--- config.mk ---
export PLATFORM = sky130hd
export DESIGN_NAME = hazard_scoreboard_flat
export DESIGN_NICKNAME = d
export VERILOG_FILES = /design/src/rtl/hazard_scoreboard_pkg.sv /design/src/rtl/hazard_scoreboard_if.sv /design/src/rtl/hazard_scoreboard_counter.sv /design/src/rtl/hazard_scoreboard.sv /design/src/flat_wrapper.sv
export SDC_FILE = /design/constraint.sdc
export NUM_CORES = 1
export LEC_CHECK = 0
export CAP_MARGIN = 10
export CORE_MARGIN = 2
export CORE_UTILIZATION = 42
export CTS_CLUSTER_SIZE = 24
export DETAILED_ROUTE_END_ITERATION = 8
export PLACE_DENSITY_LB_ADDON = 0.3
export SLEW_MARGIN = 25
export SYNTH_ARGS = -nofsm -noshare
export SYNTH_HDL_FRONTEND = slang
export SYNTH_SLANG_ARGS = --single-unit
--- constraint.sdc ---
create_clock -name clk -period 13.85 [get_ports clk]
set_input_delay 4.155 -clock clk [delete_from_list [all_inputs] [get_ports clk]]
set_output_delay 4.155 -clock clk [all_outputs]
set_load 0.03 [all_outputs]
--- src/rtl/hazard_scoreboard_pkg.sv ---
// Shared encodings for the hazard scoreboard: the hazard_cause values and
// the state types of the multi-cycle and control FSMs.
package hazard_scoreboard_pkg;

   typedef enum logic [1:0] {
      CAUSE_NONE   = 2'd0,
      CAUSE_CTRL   = 2'd1,
      CAUSE_STRUCT = 2'd2,
      CAUSE_DATA   = 2'd3
   } hazard_cause_e;

   typedef enum logic {
      MC_IDLE = 1'b0,
      MC_BUSY = 1'b1
   } mc_state_e;

   typedef enum logic {
      RUN       = 1'b0,
      CTRL_WAIT = 1'b1
   } ctrl_state_e;

endpackage

--- src/rtl/hazard_scoreboard_if.sv ---
// ID-stage request and pipeline stall controls exchanged with the hazard scoreboard.
interface hazard_scoreboard_if #(
   parameter int RW = 4,
   parameter int LW = 4
);
   import hazard_scoreboard_pkg::*;

   logic          id_valid;
   logic [RW-1:0] id_rs1;
   logic [RW-1:0] id_rs2;
   logic          id_rs1_used;
   logic          id_rs2_used;
   logic [RW-1:0] id_rd;
   logic          id_rd_we;
   logic          id_is_ctrl;
   logic          id_is_mc;
   logic [LW-1:0] id_mc_lat;
   logic          ex_ctrl_resolved;
   logic          if_stall;
   logic          id_stall;
   logic          ex_bubble;
   hazard_cause_e hazard_cause;
   logic          mc_busy;

   modport master (
      output id_valid, id_rs1, id_rs2, id_rs1_used, id_rs2_used, id_rd, id_rd_we,
             id_is_ctrl, id_is_mc, id_mc_lat, ex_ctrl_resolved,
      input  if_stall, id_stall, ex_bubble, hazard_cause, mc_busy
   );

   modport slave (
      input  id_valid, id_rs1, id_rs2, id_rs1_used, id_rs2_used, id_rd, id_rd_we,
             id_is_ctrl, id_is_mc, id_mc_lat, ex_ctrl_resolved,
      output if_stall, id_stall, ex_bubble, hazard_cause, mc_busy
   );

endinterface

--- src/rtl/hazard_scoreboard_counter.sv ---
// Per-register busy countdown: a load wins over the decrement, and the count
// rests at zero once the result has been written back.
module hazard_sb_counter #(
   parameter int CW = 4
) (
   input  logic          clk,
   input  logic          rst_n,
   input  logic          load,
   input  logic [CW-1:0] load_val,
   output logic [CW-1:0] cnt
);

   always_ff @(posedge clk or negedge rst_n) begin
      if (!rst_n)
         cnt <= '0;
      else if (load)
         cnt <= load_val;
      else if (cnt != '0)
         cnt <= cnt - CW'(1);
   end

endmodule

--- src/rtl/hazard_scoreboard.sv ---
// In-order pipeline hazard unit: register scoreboard, multi-cycle unit
// occupancy and branch wait, producing same-cycle stall/bubble controls.
module hazard_scoreboard #(
   parameter int NREG       = 16,
   parameter int PIPE_DEPTH = 3,
   parameter int MC_MAX_LAT = 8,
   parameter int FWD_EN     = 0
) (
   input logic               clk,
   input logic               rst_n,
   hazard_scoreboard_if.slave sb
);
   import hazard_scoreboard_pkg::*;

   localparam int RW = $clog2(NREG);
   localparam int CW = $clog2(PIPE_DEPTH + MC_MAX_LAT + 1);
   localparam int LW = $clog2(MC_MAX_LAT + 1);

   logic [NREG-1:0][CW-1:0] cnt;
   logic [LW-1:0]           lat_eff;
   logic [CW-1:0]           load_val;
   logic                    issue;
   logic                    data_hz;
   logic                    struct_hz;
   logic                    ctrl_hz;
   logic                    ctrl_wait_open;
   logic                    id_stall_c;
   mc_state_e               mc_state;
   mc_state_e               mc_next;
   logic [LW-1:0]           mc_cnt;
   logic [LW-1:0]           mc_cnt_next;
   ctrl_state_e             ctrl_state;
   ctrl_state_e             ctrl_next;

   function automatic logic src_ready(input logic [CW-1:0] c);
      if (FWD_EN != 0)
         return c <= CW'(1);
      else
         return c == '0;
   endfunction

   // A multi-cycle result lands L-1 cycles after a plain one; L is clamped to 1..MC_MAX_LAT.
   always_comb begin
      lat_eff = sb.id_mc_lat;
      if (sb.id_mc_lat == '0)
         lat_eff = LW'(1);
      else if (sb.id_mc_lat > LW'(MC_MAX_LAT))
         lat_eff = LW'(MC_MAX_LAT);
      load_val = sb.id_is_mc ? CW'(PIPE_DEPTH) + CW'(lat_eff) - CW'(1) : CW'(PIPE_DEPTH);
   end

   assign cnt[0] = '0;

   for (genvar g = 1; g < NREG; g++) begin : g_cnt
      hazard_sb_counter #(.CW(CW)) u_cnt (
         .clk      (clk),
         .rst_n    (rst_n),
         .load     (issue && sb.id_rd_we && (sb.id_rd == RW'(g))),
         .load_val (load_val),
         .cnt      (cnt[g])
      );
   end

   always_ff @(posedge clk or negedge rst_n) begin
      if (!rst_n) begin
         mc_state   <= MC_IDLE;
         mc_cnt     <= '0;
         ctrl_state <= RUN;
      end else begin
         mc_state   <= mc_next;
         mc_cnt     <= mc_cnt_next;
         ctrl_state <= ctrl_next;
      end
   end

   always_comb begin
      mc_next     = mc_state;
      mc_cnt_next = mc_cnt;
      ctrl_next   = ctrl_state;
      case (mc_state)
         MC_IDLE: if (issue && sb.id_is_mc) begin
            mc_next     = MC_BUSY;
            mc_cnt_next = lat_eff;
         end
         MC_BUSY: begin
            mc_cnt_next = mc_cnt - LW'(1);
            if (mc_cnt <= LW'(1)) begin
               mc_next     = MC_IDLE;
               mc_cnt_next = '0;
            end
         end
         default: mc_next = MC_IDLE;
      endcase
      case (ctrl_state)
         RUN:       if (issue && sb.id_is_ctrl) ctrl_next = CTRL_WAIT;
         CTRL_WAIT: if (sb.ex_ctrl_resolved) ctrl_next = RUN;
         default:   ctrl_next = RUN;
      endcase
   end

   // Once EX resolves, the wait term drops in that same cycle for both IF and the bubble.
   always_comb begin
      data_hz = sb.id_valid &&
                ((sb.id_rs1_used && !src_ready(cnt[sb.id_rs1])) ||
                 (sb.id_rs2_used && !src_ready(cnt[sb.id_rs2])) ||
                 (sb.id_rd_we && (sb.id_rd != '0) && (cnt[sb.id_rd] != '0)));
      struct_hz      = sb.id_valid && sb.id_is_mc && (mc_state == MC_BUSY);
      ctrl_wait_open = (ctrl_state == CTRL_WAIT) && !sb.ex_ctrl_resolved;
      ctrl_hz        = (sb.id_valid && sb.id_is_ctrl) || ctrl_wait_open;
      id_stall_c     = data_hz || struct_hz;
      issue          = sb.id_valid && !id_stall_c;
   end

   assign sb.id_stall     = id_stall_c;
   assign sb.if_stall     = id_stall_c || ctrl_hz;
   assign sb.ex_bubble    = (sb.id_valid && id_stall_c) || ctrl_wait_open;
   assign sb.mc_busy      = (mc_state == MC_BUSY);
   assign sb.hazard_cause = data_hz   ? CAUSE_DATA   :
                            struct_hz ? CAUSE_STRUCT :
                            ctrl_hz   ? CAUSE_CTRL   : CAUSE_NONE;

endmodule

--- src/flat_wrapper.sv ---
// flat-port wrapper written by rule: the top's interface ports become plain ports
module hazard_scoreboard_flat import hazard_scoreboard_pkg::*;
#(
   parameter int NREG       = 16,
   parameter int PIPE_DEPTH = 3,
   parameter int MC_MAX_LAT = 8,
   parameter int FWD_EN     = 0
)
  (clk, rst_n, sb_id_valid, sb_id_rs1, sb_id_rs2, sb_id_rs1_used, sb_id_rs2_used, sb_id_rd, sb_id_rd_we, sb_id_is_ctrl, sb_id_is_mc, sb_id_mc_lat, sb_ex_ctrl_resolved, sb_if_stall, sb_id_stall, sb_ex_bubble, sb_hazard_cause, sb_mc_busy);
  hazard_scoreboard_if #(.RW(4), .LW(4)) sb_i ();
  input logic clk;
  input logic rst_n;
  input wire logic [$bits(sb_i.id_valid)-1:0] sb_id_valid;
  input wire logic [$bits(sb_i.id_rs1)-1:0] sb_id_rs1;
  input wire logic [$bits(sb_i.id_rs2)-1:0] sb_id_rs2;
  input wire logic [$bits(sb_i.id_rs1_used)-1:0] sb_id_rs1_used;
  input wire logic [$bits(sb_i.id_rs2_used)-1:0] sb_id_rs2_used;
  input wire logic [$bits(sb_i.id_rd)-1:0] sb_id_rd;
  input wire logic [$bits(sb_i.id_rd_we)-1:0] sb_id_rd_we;
  input wire logic [$bits(sb_i.id_is_ctrl)-1:0] sb_id_is_ctrl;
  input wire logic [$bits(sb_i.id_is_mc)-1:0] sb_id_is_mc;
  input wire logic [$bits(sb_i.id_mc_lat)-1:0] sb_id_mc_lat;
  input wire logic [$bits(sb_i.ex_ctrl_resolved)-1:0] sb_ex_ctrl_resolved;
  output wire logic [$bits(sb_i.if_stall)-1:0] sb_if_stall;
  output wire logic [$bits(sb_i.id_stall)-1:0] sb_id_stall;
  output wire logic [$bits(sb_i.ex_bubble)-1:0] sb_ex_bubble;
  output wire logic [$bits(sb_i.hazard_cause)-1:0] sb_hazard_cause;
  output wire logic [$bits(sb_i.mc_busy)-1:0] sb_mc_busy;
  assign sb_i.id_valid = sb_id_valid;
  assign sb_i.id_rs1 = sb_id_rs1;
  assign sb_i.id_rs2 = sb_id_rs2;
  assign sb_i.id_rs1_used = sb_id_rs1_used;
  assign sb_i.id_rs2_used = sb_id_rs2_used;
  assign sb_i.id_rd = sb_id_rd;
  assign sb_i.id_rd_we = sb_id_rd_we;
  assign sb_i.id_is_ctrl = sb_id_is_ctrl;
  assign sb_i.id_is_mc = sb_id_is_mc;
  assign sb_i.id_mc_lat = sb_id_mc_lat;
  assign sb_i.ex_ctrl_resolved = sb_ex_ctrl_resolved;
  assign sb_if_stall = sb_i.if_stall;
  assign sb_id_stall = sb_i.id_stall;
  assign sb_ex_bubble = sb_i.ex_bubble;
  assign sb_hazard_cause = sb_i.hazard_cause;
  assign sb_mc_busy = sb_i.mc_busy;
  hazard_scoreboard #(.NREG(NREG), .PIPE_DEPTH(PIPE_DEPTH), .MC_MAX_LAT(MC_MAX_LAT), .FWD_EN(FWD_EN)) u_core (.clk(clk), .rst_n(rst_n), .sb(sb_i));
endmodule
## After elaboration in Yosys (flattened, before gate mapping)

Cells that the tools add are included.

- Register bits after elaboration: 66
- Input bits: 25
- Output and inout port bits: 6
- Word-level logic and storage cells: 184

- $add $sub $neg: 18
- Order comparisons: 5
- Eq/ne operators: 16
- Multiplexer cells: 51
- Bitwise gates (word level): 2
- Reductions and logical operators: 74

Operators by type and width:

| operator | number |
|---|---|
| 2-to-1 mux 4 bit | 38 |
| nonzero test 4 bit | 17 |
| subtractor 4 x 1 -> 4 bit (second input constant) | 17 |
| binary-select mux 4 bit (select 4 bit) | 3 |
| == test 4 bit (second input constant) | 8 |
| nonzero test 2 bit | 15 |
| logical AND 1 bit | 29 |
| == test 4 x 3 -> 1 bit (second input constant) | 4 |
| less-than comparator 4 x 5 -> 1 bit (second input constant) | 3 |
| zero test 4 bit | 3 |
| == test 4 x 2 -> 1 bit (second input constant) | 2 |
| one-hot mux 4 bit (2 select lines) | 1 |
| logical OR 1 bit | 6 |
| 2-to-1 mux 1 bit | 5 |
| adder 2 x 4 -> 4 bit (first input constant) | 1 |
| == test 4 x 1 -> 1 bit (second input constant) | 1 |
| > comparator 4 bit (second input constant) | 1 |
| <= comparator 4 x 1 -> 1 bit (second input constant) | 1 |
| zero test 1 bit | 4 |
| 2-to-1 mux 2 bit | 2 |
| one-hot mux 1 bit (2 select lines) | 2 |
| != test 2 x 1 -> 1 bit (second input constant) | 1 |
| inverter 1 bit | 2 |

## Depth between registers and ports, before layout

Gate-level depths: netlist of the first run.

- Depth after elaboration: 14
- Mapped depth: 10
- Gate-level depth less buffers: 7

## Cells and area by module

Synthesis of the first run repeated with hierarchy kept, for this count alone.

- Cells, all modules: 511
- Area total of the unflattened synthesis: 5,106.1 sq um

Modules (own cells, without submodules):

| module | times used | cells each | area an instance (sq um) | seq. area each (sq um) |
|---|---|---|---|---|
| hazard_sb_counter | 15 | 23 | 249.0 | 100.1 |
| hazard_scoreboard | 1 | 166 | 1,371.3 | 150.1 |

## Least setup slack after synthesis of the first run

No wires, ideal clock.

- Kind: input -> output
- From: input sb_id_rd[1]
- To: output sb_hazard_cause[1]
- Arrival: 6.501 ns
- Required time: 9.695 ns
- Slack: 3.194 ns
- Cell stages on the path: 10
- Buffers on the path: 3
- Path through: buf_4 > nor2b_1 > a22oi_1 > o2bb2ai_1 > or4_1 > a2111oi_4 > buf_6 > o21a_1 > inv_1 > buf_4

- Word-level cells in the longest chain between the ends: 7
- Elaborated cells on any way between the ends: 9
- Classes of those cells: mux: 3; reduce/logical: 6

Ends and longest elaborated chain:

| what | RTL line | source |
|---|---|---|
| from (decl) | flat_wrapper.sv:18 | `input wire logic [$bits(sb_i.id_rd)-1:0] sb_id_rd;` |
| binary-select mux 4 bit (select 4 bit) | hazard_scoreboard.sv:106 | `(sb.id_rd_we && (sb.id_rd != '0) && (cnt[sb.id_rd] != '0)));` |
| 2-to-1 mux 4 bit (not written as such) | hazard_scoreboard.sv:106 |  |
| nonzero test 4 bit | hazard_scoreboard.sv:106 |  |
| logical AND 1 bit (*) | hazard_scoreboard.sv:106 |  |
| logical OR 1 bit (*) | hazard_scoreboard.sv:105 | `(sb.id_rs2_used && !src_ready(cnt[sb.id_rs2])) \|\|` |
| logical AND 1 bit (*) | hazard_scoreboard.sv:103 | `data_hz = sb.id_valid &&` |
| 2-to-1 mux 2 bit (*) | hazard_scoreboard.sv:118 | `assign sb.hazard_cause = data_hz ? CAUSE_DATA :` |
| to (decl) | flat_wrapper.sv:27 | `output wire logic [$bits(sb_i.hazard_cause)-1:0] sb_hazard_cause;` |

Mark *: on every way between the ends. The rest lies on a longest branch, timed or not. The select of a mux whose other input is x is not followed.

## Worst setup path after layout of the first run

- From: input sb_id_rd[0]
- To: output sb_hazard_cause[0]

Same word-level chain as after synthesis.

==> out/results.tsv, run 1 <==
stage	metric	value	unit
timing	worst setup margin	1.98	ns
yosys	Seq/Total Area, Yosys	33.4	%
route	Iteration-0 DRC Markers	222	
timing	final hold violation count	0	
worst_setup_path	reg2reg path depth	8	
route	DRC	0	
yosys	Distinct cells, synth	65	
route	via/cell ratio	5.59	
clock_network	Worst-path clk slew	0.05	ns
worst_setup_path	R2R Setup Slk	10.17	ns
worst_setup_path	reg2reg end	u_core.g_cnt[1].u_cnt.cnt[2]	
clock_network	Setup Fix Bufs, Post-CTS	0	
worst_setup_path	worst reg2reg startpoint	u_core.g_cnt[1].u_cnt.cnt[0]	
timing	Tmin final	11.87	ns
global_route	Total GRT Usage	18.7	%
yosys	Primary FF master, synth	dfrtp_1	
cells_and_area	FF+latch area	0.00165	mm2
clock_network	Num CTS Buffers	9	
route	wire length per cell	16.2	um
pwr	leakage power	2.71	nW
floorplan	Die ar.	0.0126	mm2
timing	Setup Skew	0.00355	ns
route	post-route ant nets	0	
min_path	worst hold start	u_core.mc_cnt[1]	
place	Final GP Congestion	0.905	
clock_network	worst-skew pair later-pin latency	0.34	ns
place	Final HPWL DP	7970	um
route	Post-Route WL	11000	um
clock_network	post-cts sizing count	0	
worst_setup_path	Worst EP required	9.69	ns
cells_and_area	multi-input logic area	0.00299	mm2
job	Max Cap Viol	0	
worst_setup_path	CP endpoint kind	output port	
worst_setup_path	CP startpoint kind	input pin	
timing	Worst slew margin	43.1	%
floorplan	IO Pins	31	
cells_and_area	commonest non-fill, non-tap cells in the layout	66 x dfrtp_1, 65 x mux2i_1, 51 x nand2_1	
cells_and_area	Layout area overhead	12.4	%
floorplan	initial core utilization	43.1	%
global_route	initial antenna violation count	0	
yosys	async set or reset register ratio after synthesis	100	%
cells_and_area	commonest non-fill, non-tap cell in the layout	dfrtp_1	
cells_and_area	FILL cells	1057	
route	Vias	3801	
global_route	global-route wire length before repair	18800	um
place	pre-CTS WS	1.97	ns
yosys	Synth Net Count	569	
yosys	average size of a mapped cell	9.66	um2
yosys	Syn Inst Count	511	
floorplan	Core ar.	0.0115	mm2
min_path	Hold EP	u_core.mc_cnt[1]	
min_path	hold path depth	1	
min_path	Worst Hold Class	reg2reg	
cells_and_area	final core utilization	48.4	%
run_status	status	completed	
cells_and_area	Antenna Cells	0	
timing	Worst Tran Pin Value	0.854	ns
floorplan	Die W	112	um
cells_and_area	nets	593	
clock_network	Max Root-Sink Buffers	2	
timing	Final period util	85.7	%
clock_network	cts hold-fix bufs	0	
worst_setup_path	WP data arrival	7.71	ns
yosys	Post-Syn Area	0.00494	mm2
timing	final setup violating endpoints	0	
timing	Achievable Freq	0.0843	GHz
clock_network	Root Driver	clkbuf_16	
clock_network	clk sinks	66	
floorplan	# rows	39	
timing	Setup TNS Final	0	ns
pwr	Worst VDD drop	0.0000694	V
timing	Slew Viols, Final	0	
yosys	number of synthesized register bits	66	
timing	RSZ-0062 raised after global routing	no	
floorplan	Die Y	112	um
yosys	Synth Warn #	0	
place	IO buf count	30	
route	drt first pass iters	4	
cells_and_area	proportion of layout cells with a drive suffix above 1	7.82	%
clock_network	CTS tree	built	
worst_setup_path	Max Fanout on Critical Path	14	
yosys	EDFF count, synth	0	
clock_network	htree depth	3	
global_route	vias in the first global route	3879	
global_route	total gr overflow	0	
pwr	Power Dens Cells	204	mW/mm2
worst_setup_path	Setup CP Type	in2out	
global_route	pin count of the biggest net entering global routing	67	
sequential cells by signal, indices dropped and copies added (netlist names):
signal                  count
u_core.ctrl_state           1
u_core.sb.mc_busy           1
u_core.mc_cnt               4
u_core.g_cnt.u_cnt.cnt     60
how the worst max path moves through the flow:
stage | to | start | slack [ns]
floorplan | sb_hazard_cause[1] | sb_id_rd[1] | 3.19
finish | sb_hazard_cause[0] | sb_id_rd[0] | 1.98
CTS | sb_hazard_cause[0] | sb_id_rd[0] | 1.96
detailed placement | sb_hazard_cause[0] | sb_id_rd[0] | 1.97
global route | sb_hazard_cause[0] | sb_id_rd[0] | 1.78
global placement | sb_hazard_cause[0] | sb_id_rd[0] | 2.03
layer usage:
metal  part of all wire, %  GRT usage, %
met5                     0             0
met4                   2.7          8.05
met3                   3.9          3.51
met2                    47          30.1
met1                    46          24.8
cells in the mapped netlist (3+ instances only):
library cell / instances / area (um2)
nand2b_1: 8 / 50.1
buf_4: 4 / 30.0
or4_4: 4 / 45.0
or4_1: 10 / 75.1
nor3_1: 17 / 85.1
dfrtp_1: 66 / 1650
buf_2: 5 / 25.0
nand4_4: 4 / 85.1
o21ai_0: 14 / 70.1
nand3_4: 8 / 140
xnor2_1: 16 / 140
nand2_1: 51 / 191
nor2b_1: 7 / 43.8
a22oi_1: 3 / 22.5
nor3b_1: 4 / 30.0
a21oi_1: 23 / 115
ha_1: 33 / 413
nand3_1: 5 / 25.0
nor2_1: 27 / 101
dlygate4sd1_1: 4 / 35.0
inv_1: 44 / 165
or3_1: 13 / 81.3
xor2_1: 14 / 123
and3_2: 3 / 22.5
clkbuf_1: 4 / 15.0
mux2i_1: 65 / 651
and2_1: 4 / 25.0
nor4_1: 5 / 31.3
per-stage QoR:
stage / instances / instance area, um2 / power, mW / hold slack [ns]
after global routing: 680 / 5550 / 1.25 / 0.603
final: 680 / 5550 / 1.13 / 0.562
after CTS: 680 / 5550 / 1.14 / 0.556
after floorplan: 511 / 4940 / 0.799 / 0.503
after global placement: 667 / 5290 / 0.891 / 0.537
after detailed placement: 667 / 5290 / 0.925 / 0.545
layout make-up:
| class | instances | share of cell area, % |
|---|---|---|
| flip-flops and latches | 66 | 29.7 |
| multi-input cells | 382 | 53.8 |
| repair buffers | 32 | 5.59 |
| well taps | 143 | 3.22 |
| inverters | 44 | 2.97 |
| clock buffers | 13 | 4.69 |
power by group:
| part | leakage [nW] | switching, mW | internal [mW] | total (mW) |
|---|---|---|---|---|
| Sequential | 0.795 | 0.0995 | 0.296 | 0.396 |
| Combinational | 1.78 | 0.282 | 0.247 | 0.529 |
| Clock | 0.128 | 0.0771 | 0.128 | 0.205 |
worst max-delay path, cell delays in order:
cell             delay (ns)
clkdlybuf4s50_1        0.88
nor2_1                 0.36
a22oi_1                0.25
o2bb2ai_1              0.09
or4_1                  0.56
a2111oi_4              0.47
a21oi_1                0.11
or2_1                  0.23
clkdlybuf4s50_1        0.59
logic make-up (layout without fill, tap and decap cells):
| group | count (synthesis) | in the layout | synth area share, % |
|---|---|---|---|
| AOI/OAI and AO/OA | 70 | 70 | 9.86 |
| xor gates and xnor gates | 30 | 30 | 5.32 |
| adders and majority gates | 33 | 33 | 8.36 |
| buffers and inverters | 63 | 89 | 6.11 |
| DFF | 66 | 66 | 33.4 |
| muxes | 68 | 68 | 14.3 |
| and+or+nand+nor | 181 | 181 | 22.6 |
Note: power is estimated with default switching activity, not from simulation.
==> inputs of run 2 (changes only) <==
--- a/config.mk
+++ b/config.mk
@@ -7,7 +7,7 @@
 export LEC_CHECK = 0
 export CAP_MARGIN = 10
 export CORE_MARGIN = 2
-export CORE_UTILIZATION = 42
+export CORE_UTILIZATION = 60
 export CTS_CLUSTER_SIZE = 24
 export DETAILED_ROUTE_END_ITERATION = 8
 export PLACE_DENSITY_LB_ADDON = 0.3
==> out/results.tsv, run 2 (same netlist as run 1, synthesis figures left out) <==
stage	metric	value	unit	change
global_route	total gr overflow	0		unchanged
place	dpl cells	630		-5.5%
worst_setup_path	Max Fanout on Critical Path	14		unchanged
clock_network	CTS tree	built		
pwr	leakage power	2.70	nW	-0.32%
timing	Worst Tran Pin Value	0.859	ns	+0.00553 ns
route	drt first pass iters	6		+2
clock_network	worst-skew pair later-pin latency	0.36	ns	+0.02 ns
route	post-route ant nets	0		unchanged
cells_and_area	proportion of layout cells with a drive suffix above 1	8.50	%	+0.68 points
floorplan	# rows	33		-15%
worst_setup_path	crit path launch	sb_id_rd[0]		
cells_and_area	top flop regs	u_core.g_cnt.u_cnt.cnt (60), u_core.mc_cnt (4)		
route	Post-Route WL	11200	um	+1.4%
clock_network	cts hold-fix bufs	0		unchanged
worst_setup_path	CP max stage delay	0.92	ns	+0.04 ns
timing	Slew Viols, Final	0		unchanged
cells_and_area	FF+latch area	0.00165	mm2	unchanged
route	DRC	0		unchanged
cells_and_area	Biggest register	u_core.g_cnt.u_cnt.cnt		
clock_network	htree depth	3		unchanged
timing	Tmin final	12.04	ns	+0.173 ns
cells_and_area	Non-Filler Instances	646		-5.0%
floorplan	IO Pins	31		unchanged
timing	Final period util	86.9	%	+1.2 points
clock_network	Worst-path clk slew	0.06	ns	about the same
pwr	Worst VDD drop	0.0000816	V	+18%
route	Vias	3863		+1.6%
cells_and_area	Layout area overhead	11.1	%	
worst_setup_path	Critical Path Most Common Cell	clkdlybuf4s50_1		
floorplan	Die ar.	0.00897	mm2	-29%
job	Max Cap Viol	0		unchanged
cells_and_area	commonest non-fill, non-tap cell in the layout	dfrtp_1		
worst_setup_path	Max stage delay cell, worst path	clkdlybuf4s50_1		
cells_and_area	Largest register FFs	60		unchanged
floorplan	initial core utilization	61.0	%	+18 points
timing	Worst slew margin	42.7	%	-0.37 points
floorplan	Die Y	94.7	um	-16%
clock_network	Num CTS Buffers	9		unchanged
worst_setup_path	worst reg2reg startpoint	u_core.g_cnt[3].u_cnt.cnt[2]		
cells_and_area	FILL cells	672		-36%
timing	final hold violation count	0		unchanged
place	Final HPWL DP	8040	um	+0.83%
timing	Setup Skew	0.0155	ns	+0.0120 ns
run_status	status	completed		
worst_setup_path	CP endpoint kind	output port		
cells_and_area	Antenna Cells	0		unchanged
cells_and_area	nets	594		+0.17%
clock_network	Max Root-Sink Buffers	2		unchanged
timing	RSZ-0062 raised after global routing	no		
cells_and_area	final core utilization	67.8	%	+19 points
floorplan	Die W	94.7	um	-16%
min_path	worst hold start	u_core.ctrl_state		
clock_network	post-cts sizing count	0		unchanged
cells_and_area	multi-input logic area	0.00299	mm2	unchanged
floorplan	Core ar.	0.00809	mm2	-29%
timing	Achievable Freq	0.0831	GHz	-1.4%
global_route	pin count of the biggest net entering global routing	67		unchanged
pwr	Power Dens Cells	207	mW/mm2	+1.5%
cells_and_area	commonest non-fill, non-tap cells in the layout	66 x dfrtp_1, 65 x mux2i_1, 51 x nand2_1		
worst_setup_path	WP data arrival	7.88	ns	+0.17 ns
global_route	Total GRT Usage	26.5	%	+7.8 points
route	wire length per cell	17.3	um	+6.7%
timing	final setup violating endpoints	0		unchanged
min_path	Worst Hold Class	reg2reg		
worst_setup_path	CP startpoint kind	input pin		
worst_setup_path	Setup CP Type	in2out		
place	Final GP Congestion	0.925		+2.3%
global_route	vias in the first global route	3811		-1.8%
global_route	global-route wire length before repair	18300	um	-2.7%
pwr	Final Power	1.13	mW	+0.29%
route	Iteration-0 DRC Markers	184		-17%
clock_network	clk sinks	66		unchanged
timing	Setup TNS Final	0	ns	unchanged
worst_setup_path	R2R Setup Slk	10.24	ns	+0.07 ns
global_route	initial antenna violation count	0		unchanged
route	via/cell ratio	5.98		+7.0%
clock_network	Setup Fix Bufs, Post-CTS	0		unchanged
worst_setup_path	cells along the critical path	clkdlybuf4s50_1, nor2_1, a22oi_1, o2bb2ai_1, or4_1, a2111oi_4, a21oi_1, or2_1, clkdlybuf4s50_1		
clock_network	Root Driver	clkbuf_8		
worst_setup_path	Worst EP required	9.69	ns	about the same
place	IO buf count	30		unchanged
[run 2: cell count changes in the layout (fill, tap and decap cells not counted), sizes merged]
cell and change:
clkbuf -2, bufinv +3, clkinv +1, buf +1, clkinvlp +1
[run 2: where the power goes]
| part | switching (mW) | internal [mW] |
|---|---|---|
| combinational | 0.290 | 0.250 |
| sequential | 0.101 | 0.295 |
| clock | 0.0771 | 0.119 |
[run 2: per-layer routing]
metal | track usage [%] | up-vias | wire, um
li1 | - | 1860 | -
met3 | 3.75 | 26 | 519
met1 | 33.8 | 1868 | 4760
met2 | 45.4 | 109 | 5660
met5 | 0 | - | 0
met4 | 10.5 | 0 | 258
[run 2: final cells by class]
cell class	instances	area share [%]
multi-input combinational	382	54.4
clock inverter	5	1.87
sequential	66	30.1
clock buffer	11	2.40
tap	105	2.40
inverter	44	3.01
timing repair buffer	33	5.79
[run 2: per-stage QoR]
step	area, um2	hold slack (ns)	worst slack, ns
global placement	5250	0.533	1.91
finish	5490	0.557	1.81
detailed placement	5250	0.536	1.82
CTS	5490	0.555	1.83
floorplan	4940	0.503	3.19
global route	5490	0.579	1.65
[run 2: worst paths after layout]
| kind | end | depth (start not counted) |
|---|---|---|
| worst max-delay path | sb_hazard_cause[0] | 9 |
| worst min-delay path | u_core.ctrl_state | 3 |
| worst max register to register | u_core.g_cnt[14].u_cnt.cnt[1] | 8 |
| worst min register to register | u_core.ctrl_state | 3 |
| max in group asynchronous | u_core.g_cnt[2].u_cnt.cnt[1] | 2 |
| min in group asynchronous | u_core.mc_cnt[3] | 2 |
[run 2: critical path, delay by kind of cell]
family                 cells  cell delay, ns
AO/OA/AOI/OAI              4            1.04
AND/OR/NAND/NOR            3            1.18
buffers and inverters      2            1.51
==> RTL change (settings of run 1) <==
`PIPE_DEPTH` is set to 3 in 2 places; all go to 2.
--- a/src/rtl/hazard_scoreboard.sv
+++ b/src/rtl/hazard_scoreboard.sv
@@ -3,5 +3,5 @@
 module hazard_scoreboard #(
    parameter int NREG       = 16,
-   parameter int PIPE_DEPTH = 3,
+   parameter int PIPE_DEPTH = 2,
    parameter int MC_MAX_LAT = 8,
    parameter int FWD_EN     = 0
--- a/src/flat_wrapper.sv
+++ b/src/flat_wrapper.sv
@@ -3,5 +3,5 @@
 #(
    parameter int NREG       = 16,
-   parameter int PIPE_DEPTH = 3,
+   parameter int PIPE_DEPTH = 2,
    parameter int MC_MAX_LAT = 8,
    parameter int FWD_EN     = 0
Formal check against the unedited RTL: not equivalent (Yosys sat finds a counterexample within 4 cycles, from zero or initial values and one cycle with rst_n low).
==> RTL change against run 1 <==
- wire length grew 2.7%
- clock skew grew 0.0089 ns
- total power grew 11%
- synthesized area shrank 1.6%
- final cell count grew 1.8%
- largest cell class unchanged
- sequential cell count is the same
- register-to-register slack gained 0.40 ns
- final area grew 2.3%
- worst setup slack gained 0.41 ns
- critical endpoint is now sb_if_stall
- critical path depth grew 1
- hold slack lost 0.020 ns
- die area shrank 1.6%
- clock power grew 48%
- synthesized cell count grew 1.2%
==> RTL change: results (changes against run 1) <==
metric;value;unit;change
path_delay_family;buffers and inverters;;unchanged
p_leak;0.00284;uW;was 0.00271 uW
dpl.hpwl;7.86;mm;was 7.97 mm
place_congestion;0.887;;was 0.905
vias;3969;;was 3801
worstPathArrival;7.30;ns;was 7.71 ns
r2r_start;u_core.g_cnt[7].u_cnt.cnt[2]$_DFFE_PN0P_;;was u_core.g_cnt[1].u_cnt.cnt[0]$_DFFE_PN0P_
power_switching;489;uW;was 458 uW
synth_nets;575;;was 569
hp-class;flop to flop;;unchanged
ys_types;52;;was 65
grt_pass1_vias;3909;;was 3879
grt.total_usage;0.190;;was 0.187
io_buffer_count;30;;unchanged
drtIter0Drc;243;;was 222
hold_depth;2;;was 1
endpoint;sb_if_stall;;was sb_hazard_cause[0]
hp-start;u_core.ctrl_state$_DFF_PN0_;;was u_core.mc_cnt[1]$_DFFE_PN0P_
finClkSkew;0.0124;ns;was 0.00355 ns
ys_warn_count;0;;unchanged
hold_end;u_core.ctrl_state$_DFF_PN0_;;was u_core.mc_cnt[1]$_DFFE_PN0P_
synth_area_leaders;dfrtp_1, mux2i_1, ha_1;;unchanged
max_stage_delay;0.60;ns;was 0.88 ns
fill_cells;1066;;was 1057
synth.avg_cell_area;9.40;um^2;was 9.66 um^2
wl_per_cell;16.4;um;was 16.2 um
worst_slew_pin_slew;1.01;ns;was 0.854 ns
seq_area_frac_synth;0.340;;was 0.334
final_nets;602;;was 593
synthTopCellsByCount;mux2i_1, dfrtp_1, nand2_1;;was dfrtp_1, mux2i_1, nand2_1
crit_fanout;22;;was 14
placedCellCount;676;;was 667
drive_gt1_frac;0.0820;;was 0.0782
status;finished clean;;unchanged
worst-r2r-cell-count;8;;unchanged
htreeDepth;3;;unchanged
crit_path_top_delay_cell;clkdlybuf4s50_1;;unchanged
r2r_end;u_core.g_cnt[8].u_cnt.cnt[3]$_DFFE_PN0P_;;was u_core.g_cnt[1].u_cnt.cnt[2]$_DFFE_PN0P_
cp-startpoint;sb_id_rd[1];;was sb_id_rd[0]
peakVddDrop;0.000101;V;was 0.0000694 V
grt_pass1_wl;19.1;mm;was 18.8 mm
viasPerCell;5.74;;was 5.59
rrSetupSlack;10.57;ns;was 10.17 ns
placed_area;0.00528;mm^2;was 0.00529 mm^2
==> RTL change: cell type report <==
class,instances,area (um^2),area share
clock inverters,7,165,0.0291
well taps,143,179,0.0315
repair buffers,33,318,0.0560
flip-flops and latches,66,1650,0.291
multi-input cells,390,2970,0.524
clock buffers,9,225,0.0397
inverters,44,165,0.0291
==> RTL change: cells by family (layout without fill, tap and decap cells) <==
logic type	after synthesis	in the layout	synth area share
flops	66	66	0.340
mux	71	71	0.151
xor+xnor	32	32	0.0577
simple gates	184	184	0.221
compound gates	70	70	0.0937
fa+ha+maj	33	33	0.0850
buf+inv	61	93	0.0507
==> RTL change: per-stage QoR <==
stage	worst slack [ns]	hold slack, ns	total power (uW)	utilization
global route	2.24	0.583	1360	0.499
CTS	2.44	0.539	1250	0.499
global placement	2.56	0.533	907	0.464
finish	2.40	0.542	1250	0.499
detailed placement	2.45	0.534	940	0.464
floorplan	3.61	0.498	813	-
==> RTL change: tightest hold or removal path, cell delays in order, from the launching register on <==
cell and delay, ns:
dfrtp_1 0.33, nand4b_1 0.12, o21bai_1 0.06
==> RTL change: power groups by stage <==
stage,logic [uW],clock network [uW],registers [uW]
5_1_grt,622,316,421
6_report,537,304,407
3_5_place_dp,538,0,403
3_3_place_gp,508,0,398
4_1_cts,541,308,404
2_1_floorplan,433,0,380
==> RTL change: routing by layer <==
metal / track usage / up-vias / share of wire
met5: 0 / - / 0
met4: 0.0568 / 0 / 0.015
met3: 0.0414 / 16 / 0.042
met2: 0.316 / 83 / 0.48
met1: 0.249 / 1981 / 0.46
li1: - / 1889 / -
